File: src/rtl/aes_spi_pkg.sv
// rtl/aes_spi_pkg.sv - shared constants, FSM state type and counter sizing for the AES SPI slave
package aes_spi_pkg;

  localparam int NK_MIN = 4;
  localparam int NK_MAX = 8;

  typedef enum logic [1:0] {
    IDLE   = 2'd0,
    ACTIVE = 2'd1,
    DONE   = 2'd2
  } state_t;

  function automatic int cnt_width(input int w);
    return $clog2(w + 1);
  endfunction

endpackage

File: src/rtl/spi_sync_edge.sv
// rtl/spi_sync_edge.sv - multi-flop synchroniser with registered rise/fall strobes
module spi_sync_edge #(
  parameter int STAGES = 2
) (
  input  logic clk,
  input  logic rst,
  input  logic din,
  output logic level,
  output logic rise,
  output logic fall
);

  logic [STAGES-1:0] sync;
  logic              prev;

  // Chain resets low so a low pin at reset release never looks like a falling edge.
  always_ff @(posedge clk) begin
    if (rst) begin
      sync <= '0;
      prev <= 1'b0;
      rise <= 1'b0;
      fall <= 1'b0;
    end else begin
      sync <= {sync[STAGES-2:0], din};
      prev <= sync[STAGES-1];
      rise <= sync[STAGES-1] & ~prev;
      fall <= ~sync[STAGES-1] & prev;
    end
  end

  // prev is aligned with the strobes, so consumers see data and edge in the same cycle.
  assign level = prev;

endmodule

File: src/rtl/aes_spi_slave.sv
// rtl/aes_spi_slave.sv - SPI mode-0 slave moving NK*32-bit AES frames; frame_err built with AES_SPI_FRAME_ERR_EN
module aes_spi_slave
  import aes_spi_pkg::*;
#(
  parameter int NK          = 4,
  parameter int SYNC_STAGES = 2
) (
  input  logic             clk,
  input  logic             rst,
  input  logic             sck,
  input  logic             cs_n,
  input  logic             mosi,
  output logic             miso,
  output logic [NK*32-1:0] rx_data,
  output logic             rx_valid,
  input  logic [NK*32-1:0] tx_data,
  input  logic             tx_load,
  output logic             tx_pending
`ifdef AES_SPI_FRAME_ERR_EN
  , output logic           frame_err
`endif
);

  localparam int W  = NK * 32;
  localparam int CW = cnt_width(W);

  if (NK < NK_MIN || NK > NK_MAX || (NK % 2) != 0 || SYNC_STAGES < 2) begin : g_bad_param
    $error("aes_spi_slave: unsupported NK or SYNC_STAGES");
  end

  logic sck_rise, sck_fall, sck_level_unused;
  logic cs_rise, cs_fall, cs_level_unused;
  logic mosi_s, mosi_rise_unused, mosi_fall_unused;

  spi_sync_edge #(.STAGES(SYNC_STAGES)) u_sync_sck (
    .clk(clk), .rst(rst), .din(sck),
    .level(sck_level_unused), .rise(sck_rise), .fall(sck_fall)
  );

  spi_sync_edge #(.STAGES(SYNC_STAGES)) u_sync_cs (
    .clk(clk), .rst(rst), .din(cs_n),
    .level(cs_level_unused), .rise(cs_rise), .fall(cs_fall)
  );

  spi_sync_edge #(.STAGES(SYNC_STAGES)) u_sync_mosi (
    .clk(clk), .rst(rst), .din(mosi),
    .level(mosi_s), .rise(mosi_rise_unused), .fall(mosi_fall_unused)
  );

  state_t        state;
  logic [CW-1:0] cnt;
  logic [W-1:0]  shift_in;
  logic [W-1:0]  shift_out;
  logic [W-1:0]  tx_buf;
`ifdef AES_SPI_FRAME_ERR_EN
  logic          overrun_seen;
`endif

  always_ff @(posedge clk) begin
    if (rst) begin
      state      <= IDLE;
      cnt        <= '0;
      shift_in   <= '0;
      shift_out  <= '0;
      tx_buf     <= '0;
      tx_pending <= 1'b0;
      rx_data    <= '0;
      rx_valid   <= 1'b0;
`ifdef AES_SPI_FRAME_ERR_EN
      frame_err    <= 1'b0;
      overrun_seen <= 1'b0;
`endif
    end else begin
      rx_valid <= 1'b0;
`ifdef AES_SPI_FRAME_ERR_EN
      frame_err <= 1'b0;
`endif
      if (tx_load) begin
        tx_buf     <= tx_data;
        tx_pending <= 1'b1;
      end

      case (state)
        IDLE: begin
          if (cs_fall) begin
            state      <= ACTIVE;
            cnt        <= '0;
            shift_in   <= '0;
            // A load coinciding with frame start bypasses the buffer entirely.
            shift_out  <= tx_load ? tx_data : (tx_pending ? tx_buf : '0);
            tx_pending <= 1'b0;
`ifdef AES_SPI_FRAME_ERR_EN
            overrun_seen <= 1'b0;
`endif
          end
        end

        ACTIVE: begin
          if (cs_rise) begin
            state <= IDLE;
`ifdef AES_SPI_FRAME_ERR_EN
            frame_err <= 1'b1;
`endif
          end else begin
            if (sck_rise) begin
              shift_in <= {shift_in[W-2:0], mosi_s};
              cnt      <= cnt + CW'(1);
              if (cnt == CW'(W - 1)) begin
                rx_data  <= {shift_in[W-2:0], mosi_s};
                rx_valid <= 1'b1;
                state    <= DONE;
              end
            end
            if (sck_fall) begin
              shift_out <= {shift_out[W-2:0], 1'b0};
            end
          end
        end

        DONE: begin
          if (cs_rise) begin
            state <= IDLE;
          end
`ifdef AES_SPI_FRAME_ERR_EN
          else if (sck_rise && !overrun_seen) begin
            overrun_seen <= 1'b1;
            frame_err    <= 1'b1;
          end
`endif
        end

        default: state <= IDLE;
      endcase
    end
  end

  assign miso = (state != IDLE) & shift_out[W-1];

endmodule

File: config.mk
export PLATFORM = sky130hd
export DESIGN_NAME = aes_spi_slave
export DESIGN_NICKNAME = d
export VERILOG_FILES = /design/src/rtl/aes_spi_pkg.sv /design/src/rtl/spi_sync_edge.sv /design/src/rtl/aes_spi_slave.sv
export SDC_FILE = /design/constraint.sdc
export NUM_CORES = 1
export LEC_CHECK = 0
export CORE_UTILIZATION = 50
export DETAILED_ROUTE_END_ITERATION = 16
export GPL_TIMING_DRIVEN = 0
export PLACE_DENSITY = 0.86
export SLEW_MARGIN = 5
export SYNTH_ARGS = -nofsm -noshare
export SYNTH_HDL_FRONTEND = slang
export SYNTH_SLANG_ARGS = --single-unit
File: constraint.sdc
create_clock -name clk -period 1.8 [get_ports clk]
set_clock_uncertainty 0.1 [all_clocks]
set_input_delay 0.36 -clock clk [delete_from_list [all_inputs] [get_ports clk]]
set_output_delay 0.36 -clock clk [all_outputs]
set_load 0.02 [all_outputs]
==> reports/results.txt, run 1 <==
GPL Wtd Cong = 0.863
Count of nets left with antenna violations after detail routing = 0
Power spent charging and discharging nets = 6.32 mW
Area added between synthesis and finish = 37.6%
Summed instance area of the synthesized netlist = 21900 µm²
Combinational fraction of design power = 7.2%
Achievable clock frequency = 481 MHz
Mean area per synthesized cell = 9.15 µm²
Average routed wire per standard cell = 21.9 µm
WL final = 74.6 mm
Critical hold path startpoint = cs_n
Setup repair after global routing missed its margin = true
Worst Hold Depth = 2
1st-iter DRT viols = 2284
Main area contributors after synthesis = sky130_fd_sc_hd__dfxtp_1 49%, sky130_fd_sc_hd__mux2i_1 12%, sky130_fd_sc_hd__a221oi_1 5.1%
Net count reported at finish = 2896
Cell type contributing the most total cell area after synthesis = sky130_fd_sc_hd__dfxtp_1
Power per Cell Area = 891 nW/µm²
Count of distinct cell types in the synthesized netlist = 36
Worst slew slack as a fraction of its limit = 48.2%
Max Fanout on Critical Path = 10
Share of the clock period used by the worst path after layout = 116%
Via count of the first global-routing pass = 20400
Worst R2R Start = state[0]
Time the worst path needs with I/O delays and setup = 2.08 ns
Count of buffering cells on the critical path with inverters included = 4
Internal Pwr Total = 20.6 mW
Buffers added on ports = 263
Kind of end point of the critical path = flip-flop
Total cell area at the placement stage = 25300 µm²
Cell class contributing the biggest share of worst-path delay = buffers and inverters
Share of synthesized area occupied by flip-flops and latches = 49.0%
Count of state elements after synthesis = 536
Delay of the slowest cell on the worst path = 0.39 ns
Highest-delay cell along the critical path = sky130_fd_sc_hd__or3b_1
Number of warning messages in the yosys log = 0
Die Span X = 211 µm
Core Region = 43200 µm²
Setup Crit Path Kind = reg -> reg
Synthesized instance count = 2393
Actual slew at the worst max-slew pin = 0.777 ns
Worst IR Drop VDD = 0.000722 V
Multi-input combinational cell area = 11000 µm²
Die Area = 44600 µm²
Half-perimeter wire length of the detailed placement result = 42.0 mm
Die extent in y = 211 µm
Std cell rows = 76
Clock share of power = 47.5%
GRT Total Usage = 29.7%
Total setup violations reported at the end of the flow = 366
Final critical-path setup slack = -0.281 ns
Final Core Density = 69.8%
Top cell type's share of synthesized area = 49.0%
Proportion of layout cells with a drive suffix above 1 = 19.6%
H-tree levels = 2
Run status = finished with violations
Crit path required time = 2.22 ns
Hold WC Path Type = in -> reg
Design Area, Final = 30100 µm²
Antenna violations before repair = 6
Effective utilization at floorplan = 50.7%
Setup tns final = -35.62 ns
Hold Vio Cnt, Final = 0
Largest net degree at the start of global routing = 16
Leakage power summed over all cells = 11.2 nW
Buffer levels on the longest clock path = 3
Sequential cell area = 10700 µm²
Count of vias placed by the detailed router = 20900
Number of optimization iterations in the first detailed-route pass = 6
I/O pin cnt = 265
Number of buffers inserted during clock tree synthesis = 54
Critical path startpoint category = flip-flop
CP Data Arrival Time = 2.50 ns
# fillers = 2887
Cells traversed along the worst timing path = or3b_1, buf_6, a21o_4, buf_12, buf_12, buf_12, o32ai_2
RR Endpoint = shift_out[98]
Violations in the final reports = setup timing
R2R cell count = 7
Drt drc = 0
Register-to-register setup slack = -0.28 ns
End of the worst hold path = u_sync_cs.sync[0]
Number of maximum-capacitance constraint violations = 0
Sink count of the clock tree = 536
Stages on the worst setup path = 7
Pins Over Slew Limit = 0
Vias/cell = 6.16
Skew-Pair Late Insertion Delay = 0.63 ns
Clock-pin slew of the registers on the worst-case setup and hold paths = 0.07 ns
CTS tree = done
Post-route worst hold slack = 0.194 ns
Mapped Nets = 2528
Switching share of power = 23.5%
Wire length of the first global-routing pass = 107 mm
GR Overflow Total = 0
Share of power burned in registers = 45.4%
Clock root buffer master = sky130_fd_sc_hd__clkbuf_16
Cell mode on critical path = sky130_fd_sc_hd__buf_12
flip-flops by register name (all words and copies together), names as in the netlist, 2 cells and up:
signal and flops:
u_sync_cs.sync 2, tx_buf 128, rx_data 128, state 2, u_sync_sck.sync 2, shift_in 127
u_sync_mosi.sync 2, shift_out 128, cnt 8
Yosys cell counts:
cell and number:
sky130_fd_sc_hd__a211oi_1 3, sky130_fd_sc_hd__buf_1 25, sky130_fd_sc_hd__and2_1 1, sky130_fd_sc_hd__nor4bb_1 1
sky130_fd_sc_hd__nor3_1 6, sky130_fd_sc_hd__mux2_2 2, sky130_fd_sc_hd__nand4bb_1 2, sky130_fd_sc_hd__nand2_1 256
sky130_fd_sc_hd__nor3b_1 3, sky130_fd_sc_hd__a21oi_1 132, sky130_fd_sc_hd__nand4_1 3, sky130_fd_sc_hd__o31ai_1 1
sky130_fd_sc_hd__a21o_1 1, sky130_fd_sc_hd__mux2i_1 260, sky130_fd_sc_hd__nand2b_1 3, sky130_fd_sc_hd__nor2_1 258
sky130_fd_sc_hd__clkbuf_1 189, sky130_fd_sc_hd__nor4_1 1, sky130_fd_sc_hd__or3_1 4, sky130_fd_sc_hd__o32ai_2 30
sky130_fd_sc_hd__buf_4 4, sky130_fd_sc_hd__buf_2 27, sky130_fd_sc_hd__buf_6 6, sky130_fd_sc_hd__o32ai_1 97
sky130_fd_sc_hd__dfxtp_1 536, sky130_fd_sc_hd__nand4b_1 1, sky130_fd_sc_hd__nand3_1 135, sky130_fd_sc_hd__and3_1 1
sky130_fd_sc_hd__o2111ai_1 1, sky130_fd_sc_hd__o21ai_0 1, sky130_fd_sc_hd__ha_1 1, sky130_fd_sc_hd__nor2b_1 13
sky130_fd_sc_hd__o211ai_1 129, sky130_fd_sc_hd__or3b_1 1, sky130_fd_sc_hd__a221oi_1 128, sky130_fd_sc_hd__inv_1 131
metrics by stage:
stage | cells | total power [mW] | setup slack (ns)
global placement | 3241 | 13.9 | -1.50
floorplan | 2393 | 13.3 | -0.0730
finish | 3399 | 26.9 | -0.281
global route | 3393 | 27.6 | -0.309
CTS | 3379 | 26.6 | -0.271
detailed placement | 3241 | 14.0 | -1.60
final cells by class:
class / count / share of cell area [%]
Multi-Input combinational cell: 1475 / 36.5
Sequential cell: 536 / 35.7
Timing Repair Buffer: 323 / 11.0
Buffer: 240 / 6.01
Clock buffer: 70 / 5.01
Tap cell: 585 / 2.43
Clock inverter: 31 / 1.71
Inverter: 131 / 1.63
Antenna cell: 8 / 0.0664
power groups by stage:
stage / registers, mW / logic [mW] / clock network [mW]
floorplan: 12.4 / 0.934 / 0
global placement: 12.4 / 1.53 / 0
detailed placement: 12.4 / 1.59 / 0
CTS: 12.2 / 1.67 / 12.7
global route: 12.2 / 2.02 / 13.4
finish: 12.2 / 1.93 / 12.8
layer usage:
| metal | GRT usage (%) | vias up | part of all wire, % |
|---|---|---|---|
| met1 | 35.3 | 10100 | 38 |
| li1 | - | 9304 | - |
| met4 | 16.6 | 2 | 5.3 |
| met5 | 0 | - | 0.017 |
| met3 | 6.33 | 310 | 8.7 |
| met2 | 49.7 | 1239 | 48 |
logic make-up (layout without fill, tap and decap cells):
family | after synthesis | count (layout) | share of synthesized area [%]
simple gates | 689 | 689 | 13.1
flops | 536 | 536 | 49.0
compound gates | 523 | 523 | 18.9
buf+inv | 382 | 795 | 6.97
mux | 262 | 262 | 12.0
fa+ha+maj | 1 | 1 | 0.0571
other cells | 0 | 8 | 0
worst max-delay path by stage:
| stage | start | end | slack, ns |
|---|---|---|---|
| final | state[0] | shift_out[98] | -0.28 |
| after floorplan | state[1] | shift_out[126] | -0.07 |
| after CTS | state[1] | shift_out[105] | -0.27 |
| after detailed placement | rst | rx_data[115] | -1.60 |
| after global placement | rst | rx_data[111] | -1.50 |
| after global routing | state[0] | shift_out[33] | -0.31 |
cells in the final DEF (no fill, tap or decap), types with 44 or more instances in the layout:
| master | n |
|---|---|
| sky130_fd_sc_hd__inv_1 | 131 |
| sky130_fd_sc_hd__clkdlybuf4s50_1 | 132 |
| sky130_fd_sc_hd__o32ai_2 | 85 |
| sky130_fd_sc_hd__clkbuf_2 | 124 |
| sky130_fd_sc_hd__clkbuf_1 | 44 |
| sky130_fd_sc_hd__mux2i_1 | 248 |
| sky130_fd_sc_hd__nand2_1 | 256 |
| sky130_fd_sc_hd__clkbuf_16 | 63 |
| sky130_fd_sc_hd__nor2_1 | 258 |
| sky130_fd_sc_hd__a21oi_1 | 132 |
| sky130_fd_sc_hd__dfxtp_1 | 529 |
| sky130_fd_sc_hd__o211ai_1 | 129 |
| sky130_fd_sc_hd__nand3_1 | 133 |
| sky130_fd_sc_hd__a221oi_1 | 120 |
| sky130_fd_sc_hd__dlygate4sd2_1 | 57 |
repair_timing:
item,in CTS,in global routing
cloned,16,8
pin swaps,6,61
endpoints found under the setup margin,654,549
buffers inserted,22,27
hold buffers,0,0
gates resized for setup,463,459
Power figures use the tool's default switching activity.
==> run 2, diff against run 1 <==
--- a/config.mk
+++ b/config.mk
@@ -8,7 +8,7 @@
 export CORE_UTILIZATION = 50
 export DETAILED_ROUTE_END_ITERATION = 16
 export GPL_TIMING_DRIVEN = 0
-export PLACE_DENSITY = 0.86
+export PLACE_DENSITY = 0.76
 export SLEW_MARGIN = 5
 export SYNTH_ARGS = -nofsm -noshare
 export SYNTH_HDL_FRONTEND = slang
==> run 2 against run 1 <==
  * Global-route usage fell by 2.7 points
  * First-iteration DRC count is 32% lower
  * The run still ends with setup timing left
  * Sequential share of layout area grew 0.27 points
  * Sequential power is essentially flat
  * Via count decreased by 5.3%
  * Flip-flop and latch count stayed put
  * Largest cell class unchanged
  * Largest power group is now sequential cells
  * Hold slack better by 0.039 ns
  * Core utilization fell by 0.52 points
  * Cell count is 0.47% lower
==> reports/results.txt, run 2 (synthesis gave the netlist of run 1 again) <==
Buffers added on ports = 263 (unchanged)
Crit path launch = state[1]
Cell class contributing the biggest share of worst-path delay = buffers and inverters
Buffer levels on the longest clock path = 3 (unchanged)
GPL Wtd Cong = 0.859 (-0.57%)
I/O pin cnt = 265 (unchanged)
Total cell area at the placement stage = 25300 µm² (unchanged)
Cts-stage hold buffer count = 0 (unchanged)
Hold WC Path Type = in -> reg
Cell mode on critical path = sky130_fd_sc_hd__buf_12
Delay of the slowest cell on the worst path = 0.38 ns (about the same)
Final Non-Filler Cells = 3383 (-0.47%)
Net count reported at finish = 2893 (-0.10%)
Post-route worst hold slack = 0.233 ns (+0.0393 ns)
Power per Cell Area = 831 nW/µm² (-6.8%)
Std cell rows = 76 (unchanged)
Effective utilization at floorplan = 50.7% (unchanged)
Cells traversed along the worst timing path = or3b_1, buf_6, a21o_4, buf_12, buf_12, clkbuf_16, o32ai_2
Setup repair after global routing missed its margin = true
Commonest non-fill, non-tap cells in the layout = 529 x sky130_fd_sc_hd__dfxtp_1, 257 x sky130_fd_sc_hd__nor2_1, 257 x sky130_fd_sc_hd__mux2i_1
Clock-pin slew of the registers on the worst-case setup and hold paths = 0.07 ns (about the same)
Actual slew at the worst max-slew pin = 0.735 ns (-0.0421 ns)
Hold Vio Cnt, Final = 0 (unchanged)
Half-perimeter wire length of the detailed placement result = 40.6 mm (-3.3%)
Count of nets left with antenna violations after detail routing = 0 (unchanged)
CP Data Arrival Time = 2.40 ns (-0.10 ns)
Sink count of the clock tree = 536 (unchanged)
Average routed wire per standard cell = 19.5 µm (-11%)
Largest net degree at the start of global routing = 15 (-1)
Register-to-register setup slack = -0.19 ns (+0.09 ns)
Die Area = 44600 µm² (unchanged)
Share of the clock period used by the worst path after layout = 110% (-5.1 points)
Leakage power summed over all cells = 11.7 nW (+4.5%)
Worst slew slack as a fraction of its limit = 51.0% (+2.8 points)
Final critical-path setup slack = -0.189 ns (+0.0923 ns)
GR Overflow Total = 0 (unchanged)
Number of optimization iterations in the first detailed-route pass = 6 (unchanged)
Setup Crit Path Kind = reg -> reg
Highest-delay cell along the critical path = sky130_fd_sc_hd__or3b_1
Violations in the final reports = setup timing
Most common library cell in the layout ignoring fill and taps = sky130_fd_sc_hd__dfxtp_1
1st-iter DRT viols = 1560 (-32%)
Pins Over Slew Limit = 0 (unchanged)
GRT Total Usage = 26.9% (-2.7 points)
Critical path startpoint category = flip-flop
Number of buffers inserted during clock tree synthesis = 54 (unchanged)
Largest registers ranked by flip-flop count = rx_data x128, shift_out x128, tx_buf x128
Number of maximum-capacitance constraint violations = 0 (unchanged)
Kind of end point of the critical path = flip-flop
Post-Place Setup Slack = -1.69 ns (-0.0901 ns)
Skew-Pair Late Insertion Delay = 0.61 ns (-0.02 ns)
Drt drc = 0 (unchanged)
Die extent in y = 211 µm (unchanged)
Post-Place Cells = 3241 (unchanged)
CTS tree = done
Wire length of the first global-routing pass = 97.9 mm (-8.4%)
Count of vias placed by the detailed router = 19800 (-5.3%)
Proportion of layout cells with a drive suffix above 1 = 18.1% (-1.4 points)
Die Span X = 211 µm (unchanged)
Achievable clock frequency = 503 MHz (+4.6%)
Design Area, Final = 29900 µm² (-0.74%)
Count of buffering cells on the critical path with inverters included = 4 (unchanged)
Final Core Density = 69.3% (-0.52 points)
Vias/cell = 5.86 (-4.9%)
WL final = 66.0 mm (-12%)
Antenna violations before repair = 6 (unchanged)
Via count of the first global-routing pass = 19100 (-6.7%)
Max Fanout on Critical Path = 7 (-3)
Worst IR Drop VDD = 0.000679 V (-6.0%)
Clock root buffer master = sky130_fd_sc_hd__clkbuf_16
H-tree levels = 2 (unchanged)
Area added between synthesis and finish = 36.6%
Time the worst path needs with I/O delays and setup = 1.99 ns (-0.0923 ns)
Core Region = 43200 µm² (unchanged)
Worst R2R Start = state[1]
Crit path required time = 2.21 ns (about the same)
Critical hold path startpoint = cs_n
Total setup violations reported at the end of the flow = 224 (-39%)
Run status = finished with violations
-- run 2: per-layer routing --
layer  up-vias  global-route usage (%)  part of all wire [%]
met4         6                    10.9                   4.3
met5         -                       0                 0.062
met3       186                    6.04                   7.2
li1       9276                       -                     -
met2       759                    45.0                    48
met1      9598                    33.5                    41
-- run 2: final timing paths --
check | cells past startpoint | end
hold / removal | 2 | u_sync_cs.sync[0]
setup reg to reg | 7 | shift_out[126]
setup / recovery | 7 | shift_out[126]
hold reg to reg | 1 | u_sync_cs.rise
-- run 2: where the power goes --
group / leakage, nW / switching [mW] / internal [mW]
Combinational: 6.51 / 1.07 / 0.822
Clock: 0.823 / 4.68 / 6.10
Sequential: 4.35 / 0.121 / 12.1
-- run 2: worst register-to-register path, stage by stage, from the launching register on --
cell                        delay [ns]
sky130_fd_sc_hd__dfxtp_4          0.36
sky130_fd_sc_hd__or3b_1           0.38
sky130_fd_sc_hd__buf_6            0.14
sky130_fd_sc_hd__a21o_4           0.24
sky130_fd_sc_hd__buf_12           0.16
sky130_fd_sc_hd__buf_12           0.15
sky130_fd_sc_hd__clkbuf_16        0.16
sky130_fd_sc_hd__o32ai_2          0.22
-- run 2: through the flow --
| step | setup TNS, ns | power, mW |
|---|---|---|
| 2_1_floorplan | -9.27 | 13.3 |
| 3_3_place_gp | -552.00 | 14.0 |
| 3_5_place_dp | -571.16 | 14.0 |
| 4_1_cts | -47.14 | 24.7 |
| 5_1_grt | -31.80 | 25.6 |
| 6_report | -13.56 | 24.9 |
-- run 2: layout make-up --
class                   instances  area, µm²
inverters                     131        492
well taps                     585        732
diodes                          3       7.51
repair buffers                313       3390
multi-input cells            1475      11000
fillers                      3127      13200
flip-flops and latches        536      10800
plain buffers                 247       1920
clock buffers                  85       1610
clock inverters                 8       66.3
-- run 2: timing repair --
item                                    CTS  global route
endpoints found under the setup margin  654           588
resized for setup                       373           515
gates cloned                             14            10
buffers inserted                         20            16
pin swaps                                 6            82
==> run 3, diff against run 2 <==
--- a/config.mk
+++ b/config.mk
@@ -5,10 +5,13 @@
 export SDC_FILE = /design/constraint.sdc
 export NUM_CORES = 1
 export LEC_CHECK = 0
-export CORE_UTILIZATION = 50
+export CELL_PAD_IN_SITES_DETAIL_PLACEMENT = 1
+export CELL_PAD_IN_SITES_GLOBAL_PLACEMENT = 1
+export CORE_UTILIZATION = 39
 export DETAILED_ROUTE_END_ITERATION = 16
 export GPL_TIMING_DRIVEN = 0
-export PLACE_DENSITY = 0.76
+export PLACE_DENSITY_LB_ADDON = 0.1
+export SKIP_LAST_GASP = 1
 export SLEW_MARGIN = 5
 export SYNTH_ARGS = -nofsm -noshare
 export SYNTH_HDL_FRONTEND = slang
==> run 3 against run 2 <==
  * Highest routed layer is now met4
  * Combinational power increased by 16%
  * Via count up 1.6%
  * Die area is 28% higher
  * Wire length grew 23%
  * Hold slack worse by 0.020 ns
  * Maximum frequency is 0.28% lower
  * Critical endpoint is now shift_out[71]
  * Clock power increased by 13%
  * The run still ends with setup timing left
  * Sequential power is essentially flat
==> reports/results.txt, run 3 (synthesis gave the netlist of run 1 again) <==
Achievable clock frequency = 501 MHz (-0.28%)
Final critical-path setup slack = -0.194 ns (-0.00564 ns)
Net count reported at finish = 2956 (+2.2%)
Violations in the final reports = setup timing
Pins Over Slew Limit = 0 (unchanged)
Die Area = 57100 µm² (+28%)
Run status = finished with violations
Time the worst path needs with I/O delays and setup = 1.99 ns (+0.00564 ns)
Largest net degree at the start of global routing = 16 (+1)
Crit path required time = 2.20 ns (about the same)
Via count of the first global-routing pass = 21500 (+13%)
# fillers = 5946 (+90%)
Vias/cell = 5.57 (-5.0%)
Hold WC Path Type = in -> reg
Drt drc = 0 (unchanged)
Commonest non-fill, non-tap cells in the layout = 525 x sky130_fd_sc_hd__dfxtp_1, 256 x sky130_fd_sc_hd__nand2_1, 256 x sky130_fd_sc_hd__mux2i_1, 256 x sky130_fd_sc_hd__nor2_1, 132 x sky130_fd_sc_hd__clkdlybuf4s50_1
WL final = 81.0 mm (+23%)
Die Span X = 239 µm (+13%)
Std cell rows = 86 (+13%)
Buffers added on ports = 263 (unchanged)
Number of maximum-capacitance constraint violations = 0 (unchanged)
Most common library cell in the layout ignoring fill and taps = sky130_fd_sc_hd__dfxtp_1
Share of the clock period used by the worst path after layout = 111% (+0.31 points)
Crit path launch = state[0]
Setup Crit Path Kind = reg -> reg
Sequential cell area = 10800 µm² (about the same)
Post-Place Setup Slack = -1.86 ns (-0.170 ns)
1st-iter DRT viols = 905 (-42%)
Leakage power summed over all cells = 11.8 nW (+1.1%)
Total setup violations reported at the end of the flow = 357 (+59%)
R2R cell count = 8 (+1)
Half-perimeter wire length of the detailed placement result = 46.8 mm (+15%)
Endpoint of the worst setup timing path = shift_out[71]
Total cell area at the placement stage = 25500 µm² (+0.81%)
Power per Cell Area = 818 nW/µm² (-1.6%)
Setup tns final = -35.55 ns (-21.99 ns)
Largest registers ranked by flip-flop count = rx_data x128, shift_out x128, tx_buf x128
Core Region = 55300 µm² (+28%)
Critical path startpoint category = flip-flop
Cell class contributing the biggest share of worst-path delay = buffers and inverters
Total power = 26.6 mW (+7.2%)
Clock-pin slew of the registers on the worst-case setup and hold paths = 0.06 ns (about the same)
Die extent in y = 239 µm (+13%)
Number of optimization iterations in the first detailed-route pass = 5 (-1)
Setup repair after global routing missed its margin = true
Number of buffers inserted during clock tree synthesis = 60 (+11%)
Antenna violations before repair = 1 (-5)
Skew-Pair Late Insertion Delay = 0.63 ns (+0.02 ns)
GR Overflow Total = 0 (unchanged)
Buffer levels on the longest clock path = 3 (unchanged)
RR Endpoint = shift_out[71]
Wire length of the first global-routing pass = 120 mm (+23%)
Effective utilization at floorplan = 39.6% (-11 points)
Cts-stage hold buffer count = 0 (unchanged)
Delay of the slowest cell on the worst path = 0.40 ns (+0.02 ns)
Count of vias placed by the detailed router = 20100 (+1.6%)
Worst R2R Start = state[0]
Stages on the worst setup path = 8 (+1)
Max Fanout on Critical Path = 10 (+3)
Highest-delay cell along the critical path = sky130_fd_sc_hd__or3b_4
Design Area, Final = 32600 µm² (+8.9%)
Register-to-register setup slack = -0.19 ns (about the same)
GRT Total Usage = 26.2% (-0.69 points)
Average routed wire per standard cell = 22.4 µm (+15%)
CTS tree = done
Multi-input combinational cell area = 11700 µm² (+6.8%)
Kind of end point of the critical path = flip-flop
Count of buffering cells on the critical path with inverters included = 5 (+1)
CP Data Arrival Time = 2.39 ns (about the same)
Hold Vio Cnt, Final = 0 (unchanged)
Actual slew at the worst max-slew pin = 0.774 ns (+0.0392 ns)
Sink count of the clock tree = 536 (unchanged)
Cells traversed along the worst timing path = or3b_4, buf_4, buf_6, nand3_1, buf_8, buf_12, clkbuf_8, o32ai_2
Worst IR Drop VDD = 0.000663 V (-2.4%)
H-tree levels = 2 (unchanged)
Worst slew slack as a fraction of its limit = 48.4% (-2.6 points)
GPL Wtd Cong = 0.779 (-9.3%)
Area added between synthesis and finish = 48.8%
Proportion of layout cells with a drive suffix above 1 = 24.8% (+6.6 points)
Count of nets left with antenna violations after detail routing = 0 (unchanged)
I/O pin cnt = 265 (unchanged)
Clock root buffer master = sky130_fd_sc_hd__clkbuf_16
run 3: worst register-to-register path, cell delays in order (launching register included):
cell                       delay, ns
sky130_fd_sc_hd__dfxtp_4        0.36
sky130_fd_sc_hd__or3b_4         0.40
sky130_fd_sc_hd__buf_4          0.14
sky130_fd_sc_hd__buf_6          0.11
sky130_fd_sc_hd__nand3_1        0.13
sky130_fd_sc_hd__buf_8          0.16
sky130_fd_sc_hd__buf_12         0.13
sky130_fd_sc_hd__clkbuf_8       0.21
sky130_fd_sc_hd__o32ai_2        0.11
run 3: final cells by class:
class                   instances  area share (%)
multi-input cells            1475            35.9
flip-flops and latches        536            33.0
repair buffers                378            13.8
plain buffers                 239            6.99
clock buffers                  95            5.63
well taps                     748            2.87
inverters                     131            1.51
clock inverters                12           0.284
diodes                          1         0.00768
run 3: what timing repair did:
| action | CTS | global route |
|---|---|---|
| pin swaps | 142 | 98 |
| gates cloned | 40 | 16 |
| endpoints found under the hold margin | 0 | 0 |
| gates resized for setup | 838 | 352 |
| buffers inserted | 48 | 28 |
| setup endpoints to repair | 645 | 548 |
run 3: through the flow:
stage / cells / utilization [%] / hold WS, ns
3_3_place_gp: 3404 / 46.1 / 0.295
5_1_grt: 3615 / 58.9 / 0.205
2_1_floorplan: 2393 / - / 0.283
4_1_cts: 3595 / 56.5 / 0.191
3_5_place_dp: 3404 / 46.1 / 0.301
6_report: 3615 / 58.9 / 0.212
run 3: how the worst min path moves through the flow:
stage	from	to	slack, ns	cells after the start
2_1_floorplan	u_sync_cs.level	u_sync_cs.rise	0.28	1
3_3_place_gp	u_sync_cs.level	u_sync_cs.rise	0.29	1
3_5_place_dp	u_sync_cs.sync[1]	u_sync_cs.fall	0.30	1
4_1_cts	cs_n	u_sync_cs.sync[0]	0.19	2
5_1_grt	cs_n	u_sync_cs.sync[0]	0.21	2
6_report	cs_n	u_sync_cs.sync[0]	0.21	2
run 3: layer usage:
layer / track usage [%] / share of wire, % / vias up
li1: - / - / 9405
met1: 32.1 / 42 / 10100
met2: 46.0 / 50 / 474
met3: 4.91 / 4.3 / 153
met4: 8.86 / 3.4 / 0
met5: 0 / 0 / -
run 3: power breakdown:
group	internal [mW]	leakage [nW]	switching, mW
logic	0.977	6.50	1.23
registers	12.1	4.35	0.145
clock network	7.06	0.958	5.17
